`config.mk`:
```
export PLATFORM = sky130hd
export DESIGN_NAME = fifo_rr_drain
export DESIGN_NICKNAME = d
export VERILOG_FILES = /design/src/rtl/fifo_rr_drain.sv
export SDC_FILE = /design/constraint.sdc
export NUM_CORES = 1
export LEC_CHECK = 0
export CORE_MARGIN = 5
export CORE_UTILIZATION = 47
export DETAILED_ROUTE_END_ITERATION = 7
export HOLD_SLACK_MARGIN = 0.12
export PLACE_DENSITY_LB_ADDON = 0.05
export SLEW_MARGIN = 30
export SYNTH_ARGS = -nofsm -noshare
export SYNTH_HDL_FRONTEND = slang
export SYNTH_SLANG_ARGS = --single-unit
```
`constraint.sdc`:
```
create_clock -name clk -period 5.1 [get_ports clk]
set_clock_uncertainty 0.1 [all_clocks]
set_input_delay 0.51 -clock clk [delete_from_list [all_inputs] [get_ports clk]]
set_output_delay 0.51 -clock clk [all_outputs]
set_load 0.01 [all_outputs]
```
`src/rtl/fifo_rr_drain.sv`:
```
// Round-robin drain of PORTS input FIFOs into one registered valid/ready output slot,
// tagging each item with the index of the FIFO it came from.
//
//   state    | meaning
//   S_IDLE   | output slot empty, out_valid low
//   S_LOADED | output slot holds an item, out_valid high until the link accepts it
module fifo_rr_drain #(
   parameter int ID               = -1,
   parameter int SIZE             = 8,
   parameter int DESTINATION_BITS = 4,
   parameter int PORTS            = 4,
   parameter int PORT_BITS        = 4
) (
   input  logic                        clk,
   input  logic                        reset,
   input  logic [PORTS-1:0]            empty,
   input  logic [PORTS*SIZE-1:0]       item_in,
   output logic [PORTS-1:0]            read,
   output logic [SIZE-1:0]             out_item,
   output logic [PORT_BITS-1:0]        out_port,
   output logic [DESTINATION_BITS-1:0] out_dest,
   output logic                        out_valid,
   input  logic                        out_ready
);

   localparam int NSLOT = 2**PORT_BITS;

   typedef enum logic {
      S_IDLE   = 1'b0,
      S_LOADED = 1'b1
   } state_t;

   state_t                 state_q;
   logic [SIZE-1:0]        item_q;
   logic [PORT_BITS-1:0]   port_q;
   logic [PORT_BITS-1:0]   rr_ptr_q;
   logic [PORT_BITS-1:0]   rr_ptr_d;

   logic [NSLOT-1:0]       empty_ext;
   logic [SIZE-1:0]        items [NSLOT];
   logic [PORT_BITS:0]     cand;
   logic [PORT_BITS-1:0]   grant;
   logic                   any;
   logic                   can_load;
   logic                   load;

   // Pad the per-port views out to the full index range so any grant value indexes cleanly.
   assign empty_ext = NSLOT'(empty);

   for (genvar g = 0; g < NSLOT; g++) begin : g_items
      if (g < PORTS) begin : g_real
         assign items[g] = item_in[g*SIZE +: SIZE];
      end else begin : g_pad
         assign items[g] = '0;
      end
   end

   // Search starts at rr_ptr and wraps at PORTS-1; one extra bit keeps the sum from overflowing.
   always_comb begin
      any   = 1'b0;
      grant = '0;
      cand  = '0;
      for (int k = 0; k < PORTS; k++) begin
         cand = {1'b0, rr_ptr_q} + (PORT_BITS+1)'(k);
         if (cand >= (PORT_BITS+1)'(PORTS)) begin
            cand = cand - (PORT_BITS+1)'(PORTS);
         end
         if (!any && !empty_ext[cand[PORT_BITS-1:0]]) begin
            any   = 1'b1;
            grant = cand[PORT_BITS-1:0];
         end
      end
   end

   assign rr_ptr_d = (grant == PORT_BITS'(PORTS-1)) ? '0 : grant + PORT_BITS'(1);
   assign can_load = (state_q == S_IDLE) || out_ready;
   assign load     = reset && can_load && any;

   always_comb begin
      read = '0;
      for (int p = 0; p < PORTS; p++) begin
         if (load && (grant == PORT_BITS'(p))) begin
            read[p] = 1'b1;
         end
      end
   end

   always_ff @(posedge clk) begin
      if (!reset) begin
         state_q  <= S_IDLE;
         item_q   <= '0;
         port_q   <= '0;
         rr_ptr_q <= '0;
      end else begin
         case (state_q)
            S_IDLE: begin
               if (any) begin
                  state_q  <= S_LOADED;
                  item_q   <= items[grant];
                  port_q   <= grant;
                  rr_ptr_q <= rr_ptr_d;
               end
            end
            S_LOADED: begin
               if (out_ready) begin
                  if (any) begin
                     item_q   <= items[grant];
                     port_q   <= grant;
                     rr_ptr_q <= rr_ptr_d;
                  end else begin
                     state_q <= S_IDLE;
                  end
               end
            end
            default: state_q <= S_IDLE;
         endcase
      end
   end

   assign out_valid = (state_q == S_LOADED);
   assign out_item  = item_q;
   assign out_port  = port_q;
   assign out_dest  = item_q[DESTINATION_BITS-1:0];

   always_ff @(posedge clk) begin
      if (reset) begin
         assert ((read & empty) == '0)
            else $error("DRAIN%0d: pop strobe to an empty FIFO", ID);
      end
   end

endmodule

```
==> results of run 1 <==
-- cell families after synthesis --
family,share of synthesized area [%]
AO/OA/AOI/OAI,35.12
buffers and inverters,9.674
XOR/XNOR,2.718
AND/OR/NAND/NOR,17.43
adder cells (fa/ha/maj),10.60
multiplexers,6.428
flip-flops,18.03
-- synthesized netlist by cell type (4+ instances only) --
master	number
buf_4	5
nor3_1	5
a21oi_1	6
mux4_2	4
a221o_1	8
nor2_1	15
buf_2	5
and2_1	5
nand2b_1	4
o2111ai_1	9
a32o_1	8
nand2_1	28
inv_1	19
a21o_1	9
ha_1	16
dfxtp_1	17
o21a_1	5
-- through the flow --
step / instance area (sq um) / setup slack (ns)
2_1_floorplan: 1888 / 1.323
3_3_place_gp: 2512 / 0.3063
3_5_place_dp: 2517 / 0.6103
4_1_cts: 2562 / 0.3114
5_1_grt: 2564 / 0.1803
6_report: 2564 / 0.5059
-- state kept, by name, indices dropped and copies added, names as in the netlist --
| signal | flops |
|---|---|
| out_valid | 1 |
| out_port | 4 |
| rr_ptr_q | 4 |
| out_item | 8 |
-- repair_timing --
| action | CTS | global route |
|---|---|---|
| gates resized for setup | 0 | 1 |
| endpoints found under the hold margin | 0 | 0 |
| hold buffers | 0 | 0 |
| endpoints found under the setup margin | 0 | 2 |
-- path summary, 6_finish.rpt --
path,start,end,slack [ns]
worst max-delay path,rr_ptr_q[1],read[0],0.51
worst min-delay path,out_item[6],out_item[6],0.37
worst min register to register,out_item[6],out_item[6],0.37
worst max register to register,rr_ptr_q[1],out_item[5],1.30
-- cell type report --
class | count | area, sq um | area share [%]
Multi-Input combinational cell | 171 | 1370 | 53.44
Timing Repair Buffer | 69 | 665.6 | 25.96
Sequential cell | 17 | 341.6 | 13.32
Inverter | 21 | 78.83 | 3.075
Tap cell | 50 | 62.56 | 2.440
Clock buffer | 4 | 45.04 | 1.757
-- layer usage --
layer | global-route usage [%] | vias up
li1 | - | 950
met1 | 26.99 | 897
met2 | 32.47 | 41
met3 | 3.967 | 4
met4 | 4.225 | 0
met5 | 0 | -
-- power groups by stage --
stage / clock network, mW / logic (mW) / registers, mW
floorplan: 0 / 0.991 / 0.241
global placement: 0 / 1.37 / 0.227
detailed placement: 0 / 1.37 / 0.229
CTS: 0.106 / 1.38 / 0.226
global route: 0.111 / 1.52 / 0.234
finish: 0.101 / 1.38 / 0.227
-- critical path: stages (launching register included) --
cell and delay [ns]:
dfxtp_2 0.45, inv_1 0.19, ha_1 0.27, a21oi_1 0.25, xnor2_2 0.19, ha_1 0.32
o22ai_1 0.28, o211ai_4 0.16, nand4_1 0.17, a31oi_4 0.18, or2_1 0.32, inv_1 0.12
ha_1 0.15, and2_1 0.12, clkdlybuf4s50_1 0.54
==> summary.md, run 1 <==
| Metric | Value |
|---|---|
| Status | completed |
| DRC viols | 0 |
| Number of synthesized register bits | 17 |
| Fmax | 217.7 MHz |
| Non-filler cells, final | 332 |
| Commonest non-fill, non-tap cell in the layout | clkdlybuf4s50_1 |
| CTS H-tree lvls | 1 |
| CP arrival | 3.98 ns |
| Area added between synthesis and finish | 35.79% |
| RSZ-0062 raised after global routing | no |
| Post-Syn Instances | 223 |
| Netlist cell types | 56 |
| Starting Density | 47.89% |
| Die Width | 73.38 um |
| DP Cell Count | 328 |
| Met2 WL | 2580 um |
| DR iter-0 viols | 50 |
| Logic pwr share | 80.8% |
| Setup Crit Path Kind | flip-flop to primary output |
| Max Cap Viol | 0 |
| Final Critical Period | 4.594 ns |
| Hold Path Cell Cnt | 1 |
| Flop pwr share | 13.2% |
| Internal power | 859.1 uW |
| Top FF cell, synth | dfxtp_1 |
| DRT Wirelength | between 5000 and 6000 um |
| Util after Layout | 65.03% |
| Largest net degree at the start of global routing | 18 |
| Fillers | 363 |
| Routed WL per cell | 15.88 um |
| Vias in the first global route | approximately 1.8k |
| Via count | around 1.9k |
| Post-route ant nets | 0 |
| Final Hold Violating Endpoints | 0 |
| EDFF count, synth | 0 |
| Skew-Pair Late Insertion Delay | 0.25 ns |
| IO Pins | 60 |
| First-pass GRT wire length | between 8000 and 9000 um |
| Yosys top cell by area | dfxtp_1 |
| First-pass DRT Iterations | 4 |
| Share of cells above drive strength 1 | roughly a tenth |
| Yosys top cell area share | 18.03% |
| Setup crit end kind | primary output |
| FP Rows | 23 |
| Slew Viols, Final | 0 |
| Diode count | 0 |
| Leakage Power | 1.040 nW |
| Max Buffers Root-to-Sink | 2 |
| Routed vias/inst | roughly 5.7 |
| Input/output buffers | between 50 and 60 |
| Total Routing Usage GR | 19.84% |
| Sequential area share after synthesis | 18.03% |
| Worst r2r path cells | 13 |
| CTS tree | built |
| Synth Cell Area | around 1900 sq um |
| Most frequent cells in the layout | clkdlybuf4s50_1, nand2_1, inv_1 |
| M1 WL | 2418 um |
| Die Ht | 73.38 um |
| Core region area | 3943 sq um |
| Initial antenna violation count | 0 |
| Synthesized area per cell | 8.467 sq um |
| Switch share | 49.79% |
| Clock sinks | 17 |
| Setup TNS | 0 ns |
| Post-DP HPWL | 4221 um |
| Ys Warns | 0 |
| GRT overflow | 0 |
| TritonCTS Buffers | 3 |
| Reg clk slew, reported paths | 0.07 ns |
| Overall power | ~1.7 mW |
| GPL Wtd Cong | 0.8737 |
| WP data required | 4.49 ns |
| Worst Hold Class | flip-flop to flip-flop |
| CP Launch Type | flip-flop |
| Psw | ~850 uW |
| Hold Slack | 0.3703 ns |
| Clk root buf | clkbuf_8 |
| Top layer in use | met4 |
| Final #Nets | 338 |
| Clock power share | 5.9% |
| Post-Syn Nets | 278 |
| Tcrit/Tclk final | 90.08% |
| Area contributors post-synth | dfxtp_1, ha_1, nand2_1 |
| Max FO, Critical Path | 11 |
| Peak supply drop | approximately 420 uV |
| Postcts setup bufs | 0 |
| WL met3 | 240 um |
| Slew Limit Headroom | between 50% and 60% |
| Endpoints failing setup | 0 |
| Die area | ~5400 sq um |
| Synth async-reset ratio | 0% |
| Worst-margin pin slew | around 0.71 ns |
| Power per Cell Area | ~670 nW/um^2 |
(Power assumes the default switching activity.)
==> run 2: changes to the inputs <==
SLEW_MARGIN = 25   (was 30)
==> results of run 2 <==
The final DEF is identical to that of run 1; final timing and power are the same.
